--- src/rtl/bus_owner_ctrl.sv ---
// Bus ownership lock downstream of the arbiter: holds the granted unit for a whole burst and counts beats.
// Optional stall abort is enabled by defining ARBITER_OWNER_TIMEOUT_EN.
module bus_owner_ctrl #(
    parameter int NUMUNITS     = 8,
    parameter int ADDRESSWIDTH = 3,
    parameter int DATAWIDTH    = 32,
    parameter int BURSTWIDTH   = 4,
    parameter int TIMEOUT      = 16
) (
    input  logic                           clk,
    input  logic                           rst,
    input  logic [NUMUNITS-1:0]            grant,
    input  logic [BURSTWIDTH*NUMUNITS-1:0] unit_len,
    input  logic [NUMUNITS-1:0]            unit_valid,
    input  logic [DATAWIDTH*NUMUNITS-1:0]  unit_data,
    input  logic                           bus_ready,
    output logic                           bus_valid,
    output logic [DATAWIDTH-1:0]           bus_data,
    output logic [ADDRESSWIDTH-1:0]        bus_owner,
    output logic                           bus_busy,
    output logic [NUMUNITS-1:0]            unit_done,
    output logic                           grant_err,
    output logic                           timeout_err
);

    typedef enum logic [1:0] {IDLE, BURST, RELEASE} state_t;

    state_t                  state, state_next;
    logic [ADDRESSWIDTH-1:0] owner_next;
    logic [BURSTWIDTH-1:0]   cnt, cnt_next;
    logic                    gerr_next;
    logic [ADDRESSWIDTH-1:0] grant_idx;
    logic                    grant_onehot;
    logic                    xfer;

    always_comb begin
        grant_idx = '0;
        for (int unsigned i = 0; i < NUMUNITS; i++) begin
            if (grant[i]) grant_idx = ADDRESSWIDTH'(i);
        end
        grant_onehot = (grant != '0) && ((grant & (grant - 1'b1)) == '0);
    end

    always_comb begin
        bus_valid = (state == BURST) && unit_valid[bus_owner];
        bus_data  = unit_data[bus_owner*DATAWIDTH +: DATAWIDTH];
        bus_busy  = (state == BURST);
        unit_done = (state == RELEASE) ? (NUMUNITS'(1) << bus_owner) : '0;
        xfer      = bus_valid && bus_ready;
    end

`ifdef ARBITER_OWNER_TIMEOUT_EN
    localparam int SW = $clog2(TIMEOUT) + 1;
    logic [SW-1:0] stall, stall_next;
    logic          terr, terr_next;
    assign timeout_err = terr;
`else
    assign timeout_err = 1'b0;
`endif

    always_comb begin
        state_next = state;
        owner_next = bus_owner;
        cnt_next   = cnt;
        gerr_next  = 1'b0;
`ifdef ARBITER_OWNER_TIMEOUT_EN
        stall_next = '0;
        terr_next  = 1'b0;
`endif
        unique case (state)
            IDLE: begin
                if (grant_onehot) begin
                    state_next = BURST;
                    owner_next = grant_idx;
                    cnt_next   = unit_len[grant_idx*BURSTWIDTH +: BURSTWIDTH];
                end else if (grant != '0) begin
                    gerr_next = 1'b1;
                end
            end
            BURST: begin
                if (xfer) begin
                    if (cnt == '0) state_next = RELEASE;
                    else           cnt_next   = cnt - 1'b1;
                end
`ifdef ARBITER_OWNER_TIMEOUT_EN
                else if (stall == SW'(TIMEOUT - 1)) begin
                    state_next = RELEASE;
                    terr_next  = 1'b1;
                end else begin
                    stall_next = stall + 1'b1;
                end
`endif
            end
            RELEASE: state_next = IDLE;
            default: state_next = IDLE;
        endcase
    end

    always_ff @(posedge clk) begin
        if (!rst) begin
            state     <= IDLE;
            bus_owner <= '0;
            cnt       <= '0;
            grant_err <= 1'b0;
`ifdef ARBITER_OWNER_TIMEOUT_EN
            stall     <= '0;
            terr      <= 1'b0;
`endif
        end else begin
            state     <= state_next;
            bus_owner <= owner_next;
            cnt       <= cnt_next;
            grant_err <= gerr_next;
`ifdef ARBITER_OWNER_TIMEOUT_EN
            stall     <= stall_next;
            terr      <= terr_next;
`endif
        end
    end

endmodule

--- config.mk ---
export PLATFORM = sky130hd
export DESIGN_NAME = bus_owner_ctrl
export DESIGN_NICKNAME = d
export VERILOG_FILES = /design/src/rtl/bus_owner_ctrl.sv
export SDC_FILE = /design/constraint.sdc
export NUM_CORES = 1
export LEC_CHECK = 0
export ABC_AREA = 0
export CAP_MARGIN = 5
export CORE_AREA = 2 2 138 140
export CTS_CLUSTER_DIAMETER = 30
export DETAILED_ROUTE_END_ITERATION = 8
export DIE_AREA = 0 0 140 142
export REMOVE_ABC_BUFFERS = 1
export SLEW_MARGIN = 20
export SYNTH_ARGS = -nofsm -noshare
export SYNTH_HDL_FRONTEND = slang
export SYNTH_SLANG_ARGS = --single-unit
export TNS_END_PERCENT = 100
--- constraint.sdc ---
create_clock -name clk -period 3.7 [get_ports clk]
set_clock_uncertainty 0.2 [all_clocks]
set_input_delay 0.74 -clock clk [delete_from_list [all_inputs] [get_ports clk]]
set_output_delay 0.74 -clock clk [all_outputs]
set_load 0.01 [all_outputs]
==> Yosys cells after proc, flatten, opt, wreduce, memory -nomap -nowiden <==
Cells that the tools add are included.
{ "word_totals": {"in_bits": 307, "reg_bits": 10, "word_cells": 50, "out_inout_bits": 47} }
{ "op_classes": {"add_sub_neg": 2, "bitwise": 3, "eq_ne": 6, "shifts": 3, "order_cmp": 1, "muxes": 19, "n_reduce_logical": 12} }
{ "ops": {"columns": ["operator", "n"], "rows": [
  ["256-bit by 9-bit variable part select with 32-bit output", 1],
  ["32-bit by 6-bit variable part select with 4-bit output", 1],
  ["3-bit two-way mux", 6],
  ["4-bit two-way mux", 3],
  ["8-bit bitwise AND", 1],
  ["8-bit zero test", 1],
  ["8-bit two-way mux", 1],
  ["4-bit one-hot mux with 2 select lines", 1],
  ["8-bit nonzero test", 1],
  ["1-bit by 3-bit << shifter with 8-bit output, first input constant", 1],
  ["8-bit by 1-bit subtractor with 8-bit output, second input constant", 1],
  ["2-bit two-way mux", 3],
  ["4-bit zero test", 1],
  ["3-bit by 4-bit less-than comparator with 1-bit output, second input constant", 1],
  ["2-bit by 1-bit != test with 1-bit output, second input constant", 2],
  ["2-bit != test, second input constant", 2],
  ["2-bit one-hot mux with 2 select lines", 1],
  ["4-bit AND reduction", 1],
  ["4-bit by 1-bit subtractor with 4-bit output, second input constant", 1],
  ["1-bit binary-select mux with 3-bit select", 1],
  ["1-bit logical AND", 3],
  ["1-bit two-way mux", 3],
  ["3-bit AND reduction", 1],
  ["3-bit OR reduction", 1],
  ["6 further kinds", 7]
]} }

==> Longest topological paths before layout <==
Gate-level depths: netlist (run 1).
{ "depth": {"depth_word": 10, "depth_mapped": 8, "mapped_depth_nobuf": 8} }

==> Worst setup path before layout (run 1) <==
Ideal clock, no wire load.
{ "synth_timing": {"path_type": "reg2out", "startpoint": "reg bus_owner[0]", "endpoint": "out bus_data[28]", "required_time_ns": 2.760, "slack_ns": 1.032, "path_buffers": 2, "path_stages_with_launch": 5, "arrival_ns": 1.728, "cell_sequence": "dfxtp_1 > buf_4 > clkbuf_1 > mux4_2 > mux2_2"} }
{ "synth_between": {"elab_chain_len": 1} }
{ "synth_rtl": {"columns": ["item", "line_no", "rtl"], "rows": [
  ["from (decl)", "19", "output logic [ADDRESSWIDTH-1:0] bus_owner,"],
  ["from (signal assigned)", "111", "bus_owner <= owner_next;"],
  ["256-bit by 9-bit variable part select with 32-bit output", "46", "bus_data = unit_data[bus_owner*DATAWIDTH +: DATAWIDTH];"],
  ["to (decl)", "18", "output logic [DATAWIDTH-1:0] bus_data,"]
]} }
No other way between the ends.

==> Worst setup path in the final report (run 1) <==
{ "layout_timing": {"startpoint": "in unit_valid[0]", "endpoint": "out bus_valid"} }
{ "layout_between": {"elab_chain_len": 3} }
{ "layout_rtl": {"columns": ["item", "line_no", "rtl"], "rows": [
  ["from (decl)", "14", "input logic [NUMUNITS-1:0] unit_valid,"],
  ["1-bit binary-select mux with 3-bit select", "45", "bus_valid = (state == BURST) && unit_valid[bus_owner];"],
  ["1-bit two-way mux (implied by the code)", "45", null],
  ["1-bit logical AND", "45", null],
  ["to (decl)", "17", "output logic bus_valid,"]
]} }
No other way between the ends. The select of a mux whose other input is x is not followed.

==> flow_metrics.tcl, run 1 <==
set metrics [dict create \
    grtUsageTotal_pct 16.75 \
    route.detailed.drc 25 \
    setup_viol 0 \
    via_count 3964 \
    min_period_over_period_pct 95.59 \
    core_sq_mm 0.01846 \
    top_usage_layer "met2" \
    synthArstFlopShare_pct 0 \
    synth_edf_count 0 \
    ys_ff_latch 10 \
    fin_util_pct 37.39 \
    post_cts_resized 0 \
    cts_setup_buffers 0 \
    worstPathMaxFanout 2 \
    yosys.area_share.simple_pct 12.67 \
    critical-path-top-delay-family "buffers and inverters" \
    cp.required_ps 2760 \
    slew_headroom_pct 39.55 \
    num_rows 50 \
    dp_hpwl_mm 15.49 \
    die_area_sq_mm 0.01988 \
    critPathMaxStageDelay_ps 550 \
    gp_congestion 0.9165 \
    synth_xor_area_share_pct 0 \
    synth-compound-area-share_pct 10.93 \
    cts.clk_slew.worst_paths_ps 40 \
    hold_depth 2 \
    seq_area_frac_synth_pct 6.647 \
    fmax_mhz 282.7 \
    hold_violations 0 \
    synth_top_family_by_area "multiplexers" \
    end_kind "output port" \
    clkSinkCount 10 \
    status "complete, but fails checks" \
    die_h_um 142 \
    first_pass_iters 8 \
    failed_checks "design-rule violations" \
    cts_made_buffers 3 \
    p_per_area_mw_per_mm2 134.5 \
    ys_warn_count 0 \
    wirelength_mm 18.04 \
    postSynthAreaPerCell_sq_um 11.20 \
    post_drt_wl_per_cell_um 21.43 \
    min_to "cnt[1]" \
    drive_gt1_share_pct 19.60 \
    tightest_slew_ps 898.4 \
    cts_hold_buffers 0 \
    vias_per_cell 4.708 \
    die_w_um 140 \
    critical_path_depth 5 \
    synth_largest_area_cell "mux4_2" \
    finalNetCount 916 \
    reg2reg_depth 6 \
    max_cap_viol_count 0 \
    synth_common_cells "mux4_2, mux2_2, nor2_1, clkbuf_1, nand2_1" \
    grt_pass1_wl_mm 25.52 \
    slew_violations 0 \
    ys_types 53 \
    drtAntennaViolNets 0 \
    clockRootBuffer "clkbuf_16" \
    io_pins 354 \
    numPortBuffers 352 \
    met3_usage_pct 3.028 \
    cp-start-kind "primary input" \
    worstSetupPathType "in -> out" \
    first_global_vias 4191 \
    path_common_cell "clkdlybuf4s50_1" \
    synth_fa_ha_area_share_pct 0.7478 \
    antenna_found_initial 2 \
    initial_core_util_pct 16.32 \
    ys.flop_type "dfxtp_1" \
    clock_latency_ps 240 \
    syn_area_sq_mm 0.003012 \
    min_path_type "reg -> reg" \
    syn_to_final_growth_pct 129.1 \
    worst_hold_slack_ps 290.5 \
    syn_inst 269 \
    grt_max_degree 34 \
    ff2ff_setup_slack_ps 1070 \
    critPathBufInv 2 \
    slowest_stage "clkdlybuf4s50_1" \
    synthMuxAreaShare_pct 63.94 \
    arrival_ps 2600 \
    cts_buffer_depth 2 \
    r2r_end "cnt[2]" \
    drt-initial-drc-count 200 \
    irDropWorstVdd_mv 0.1212 \
    htree_levels 1 \
    synth_area_leaders "mux4_2, mux2_2, dfxtp_1" \
    total_power_uw 927.8 \
    rsz0062_at_grt "no" \
    netlist.area_leader.share_pct 48.61 \
    hold_start "cnt[1]" \
    reg2reg_from "bus_owner[0]" \
    grtUsageMet1_pct 20.44 \
    yosysMostFrequentCell "mux4_2" \
    setup-tns-final_ps 0 \
    period_needed_ps 3537 \
    overflow 0 \
    worstPathCellList "clkdlybuf4s50_1, mux4_2, o22ai_1, nor2_1, clkdlybuf4s50_1" \
    grt_util_met2_pct 30.36 \
    cts_tree "built" \
    cellLeakagePower_nw 2.305 \
]
## report_power, final
group	internal, mW	switching [mW]	leakage [nW]
Combinational	0.451	0.164	2.18
Sequential	0.110	0.00876	0.0832
Clock	0.142	0.0524	0.0385
## cell families after synthesis
family | count (synthesis)
AND/OR/NAND/NOR | 72
other | 1
adder cells (fa/ha/maj) | 2
multiplexers | 107
AO/OA/AOI/OAI | 42
flip-flops | 10
buffers and inverters | 35
## sequential cells by signal, indices dropped and copies added, names as in the netlist
register / flops
state: 2
cnt: 4
grant_err: 1
bus_owner: 3
## through the flow
| stage | setup slack, ps | cells | cell area [sq um] |
|---|---|---|---|
| after floorplan | -1251 | 243 | 2897 |
| after global placement | 152.2 | 837 | 6819 |
| after detailed placement | 166.2 | 837 | 6819 |
| after CTS | 166.8 | 841 | 6898 |
| after global routing | 44.32 | 842 | 6900 |
| final | 163.1 | 842 | 6900 |
## layout make-up
class	count	area (sq um)
Antenna cell	1	2.502
Clock buffer	3	75.07
Clock inverter	1	3.754
Fill cell	1775	11550
Inverter	9	33.78
Multi-Input combinational cell	224	2663
Sequential cell	10	209.0
Tap cell	234	292.8
Timing Repair Buffer	360	3621
## routing by layer
layer,part of all wire (%),vias to the layer above
met3,7.7,28
li1,-,1809
met1,38,1919
met2,51,206
met4,2.5,2
met5,0.072,-
## worst max-delay path by stage
stage | start | end | slack (ps)
global placement | unit_valid[0] | bus_valid | 150
finish | unit_valid[0] | bus_valid | 160
CTS | unit_valid[0] | bus_valid | 170
global route | unit_valid[0] | bus_valid | 40
floorplan | bus_owner[0] | cnt[2] | -1250
detailed placement | unit_valid[1] | bus_valid | 170
## worst min-delay path, delay by kind of cell (launching register included)
| kind | cells | cell delay (ps) |
|---|---|---|
| DFF | 1 | 320 |
| AOI/OAI and AO/OA | 1 | 60 |
| and+or+nand+nor | 1 | 70 |
## cells in the final DEF, fill, tap and decap left out, types with 5 or more instances in the layout
cell type	instances
a211oi_1	6
a21oi_1	8
buf_4	5
clkdlybuf4s50_1	352
dfxtp_1	7
inv_1	8
mux2_2	33
mux2i_1	9
mux4_2	65
nand2_1	13
nand2b_1	7
nand3_1	5
nor2_1	20
nor3_1	9
No activity file was read; power rests on OpenSTA's default activity.
==> run 2, diff against run 1 <==
==> constraint.sdc (replaced) <==
create_clock -name clk -period 4.3 [get_ports clk]
set_clock_uncertainty 0.2 [all_clocks]
set_input_delay 0.86 -clock clk [delete_from_list [all_inputs] [get_ports clk]]
set_output_delay 0.86 -clock clk [all_outputs]
set_load 0.01 [all_outputs]
==> run 2 against run 1 <==
Against the previous run: the flow still finishes with violations (design-rule violations); non-clock buffer count is 5 lower; total power is 14% lower; sequential power is 10% lower; die area stayed put; clock power is 14% lower; clock-buffer cell count stayed put; hold slack better by 30 ps; sequential share of layout area hardly changed; global-route usage is 0.10 points higher; largest cell class unchanged.
==> flow_metrics.tcl, run 2 (synthesized netlist as in run 1, its figures left out) <==
set metrics [dict create \
    gp_congestion 0.9356 \
    arrival_ps 2700 \
    drt-initial-drc-count 227 \
    slew_violations 0 \
    htree_levels 1 \
    die_area_sq_mm 0.01988 \
    critPathMaxStageDelay_ps 540 \
    overflow 0 \
    largest_register_ff_count 4 \
    min_path_type "reg -> reg" \
    grtUsageTotal_pct 16.85 \
    via_count 3978 \
    slew_headroom_pct 31.99 \
    cts_buffer_depth 2 \
    clkSinkCount 10 \
    rsz0062_at_grt "no" \
    final_cells 838 \
    core_sq_mm 0.01846 \
    route.detailed.drc 25 \
    grt_max_degree 75 \
    clockRootBuffer "clkbuf_16" \
    place_ws_ps 546.8 \
    layout_common_cells "clkdlybuf4s50_1, mux4_2, mux2_2, nor2_1, nand2_1" \
    drtAntennaViolNets 0 \
    status "complete, but fails checks" \
    die_h_um 142 \
    cts_setup_buffers 0 \
    finalNetCount 911 \
    comb_power_share_pct 65.7 \
    initial_core_util_pct 16.32 \
    p_int_uw 602.8 \
    dp_hpwl_mm 15.40 \
    first_global_vias 4242 \
    hold_violations 0 \
    period_needed_ps 3764 \
    numPortBuffers 352 \
    slowest_stage "clkdlybuf4s50_1" \
    vias_per_cell 4.747 \
    worstSetupPathType "in -> out" \
    layout_setup_ws_ps 536.0 \
    reg_top3 "cnt x4, bus_owner x3, state x2" \
    syn_to_final_growth_pct 127.5 \
    cellLeakagePower_nw 2.278 \
    cts.clk_slew.worst_paths_ps 40 \
    min_period_over_period_pct 87.54 \
    switching_share_pct 24.13 \
    die_w_um 140 \
    cts_hold_buffers 0 \
    first_pass_iters 9 \
    io_pins 354 \
    p_clk_share_pct 20.9 \
    cp.required_ps 3240 \
    p_sw_uw 191.8 \
    failed_checks "design-rule violations" \
    pwr-share-seq_pct 13.5 \
    dp_cells 832 \
    num_rows 50 \
    end_kind "output port" \
    setup_viol 0 \
    antenna_found_initial 2 \
    path_common_cell "clkdlybuf4s50_1" \
    grt_pass1_wl_mm 25.80 \
    cts_made_buffers 3 \
    post_drt_wl_per_cell_um 21.42 \
    worstPathCellList "clkdlybuf4s50_1, mux4_2, o22ai_1, nor2_1, clkdlybuf4s50_1" \
    cp-start-kind "primary input" \
    post_cts_resized 0 \
    fmax_mhz 265.7 \
    regMostFlops "cnt" \
    final_common_cell "clkdlybuf4s50_1" \
    cts_tree "built" \
    critical-path-top-delay-family "buffers and inverters" \
    critPathBufInv 2 \
    max_cap_viol_count 0 \
    wirelength_mm 17.95 \
    tightest_slew_ps 1020 \
    irDropWorstVdd_mv 0.09828 \
    clock_latency_ps 240 \
    p_per_area_mw_per_mm2 116.0 \
    drive_gt1_share_pct 18.94 \
    worstPathMaxFanout 2 \
]
## run 2: changes by cell type in the layout (fill, tap and decap cells not counted)
cell / change
buf_12: -1
buf_4: -4
diode_2: +1
## run 2: per-layer routing
metal	global-route usage, %	vias up	wire length (um)
li1	-	1801	-
met1	20.62	1949	6964
met2	30.59	206	9378
met3	2.759	22	1232
met4	4.891	0	375
met5	0	-	0
## run 2: path summary, 6_finish.rpt
path	to	slack [ps]	cells after the start	start
min reg2reg	cnt[1]	320	2	cnt[1]
max	bus_valid	540	5	unit_valid[0]
min	cnt[1]	320	2	cnt[1]
max reg2reg	cnt[2]	1560	6	bus_owner[0]
## run 2: tightest hold or removal path: stages (launching register included)
cell and delay, ps:
dfxtp_1 320, nand4_1 70, o31ai_1 70
## run 2: final cells by class
type / count / area (sq um)
inverters: 9 / 33.78
diodes: 2 / 5.005
clock inverters: 1 / 3.754
repair buffers: 355 / 3571
well taps: 234 / 292.8
clock buffers: 3 / 75.07
multi-input cells: 224 / 2663
fillers: 1813 / 11600
flip-flops and latches: 10 / 209.0
## run 2: power by group through the flow
stage / combinational (mW) / clock (mW) / sequential [mW]
floorplan: 0.153 / 0 / 0.109
global placement: 0.513 / 0 / 0.109
detailed placement: 0.521 / 0 / 0.109
CTS: 0.524 / 0.166 / 0.108
global route: 0.553 / 0.173 / 0.109
finish: 0.522 / 0.166 / 0.107
## run 2: through the flow
step / util [%] / power (mW) / hold WS (ps) / instance area [sq um] / setup TNS, ps
finish: 37.13 / 0.7946 / 320.8 / 6853 / 0
global route: 37.13 / 0.8347 / 315.3 / 6853 / 0
CTS: 37.11 / 0.7977 / 300.0 / 6848 / 0
detailed placement: 36.68 / 0.6306 / 294.5 / 6769 / 0
global placement: 36.68 / 0.6219 / 267.4 / 6769 / 0
floorplan: - / 0.2628 / 251.8 / 2897 / -27020
==> run 3, diff against run 2 <==
--- a/config.mk
+++ b/config.mk
@@ -12,6 +12,7 @@
 export DETAILED_ROUTE_END_ITERATION = 8
 export DIE_AREA = 0 0 140 142
 export REMOVE_ABC_BUFFERS = 1
+export SETUP_SLACK_MARGIN = 0.15
 export SLEW_MARGIN = 20
 export SYNTH_ARGS = -nofsm -noshare
 export SYNTH_HDL_FRONTEND = slang
==> results of run 3 <==
The final DEF is identical to that of run 2; final timing and power are the same.
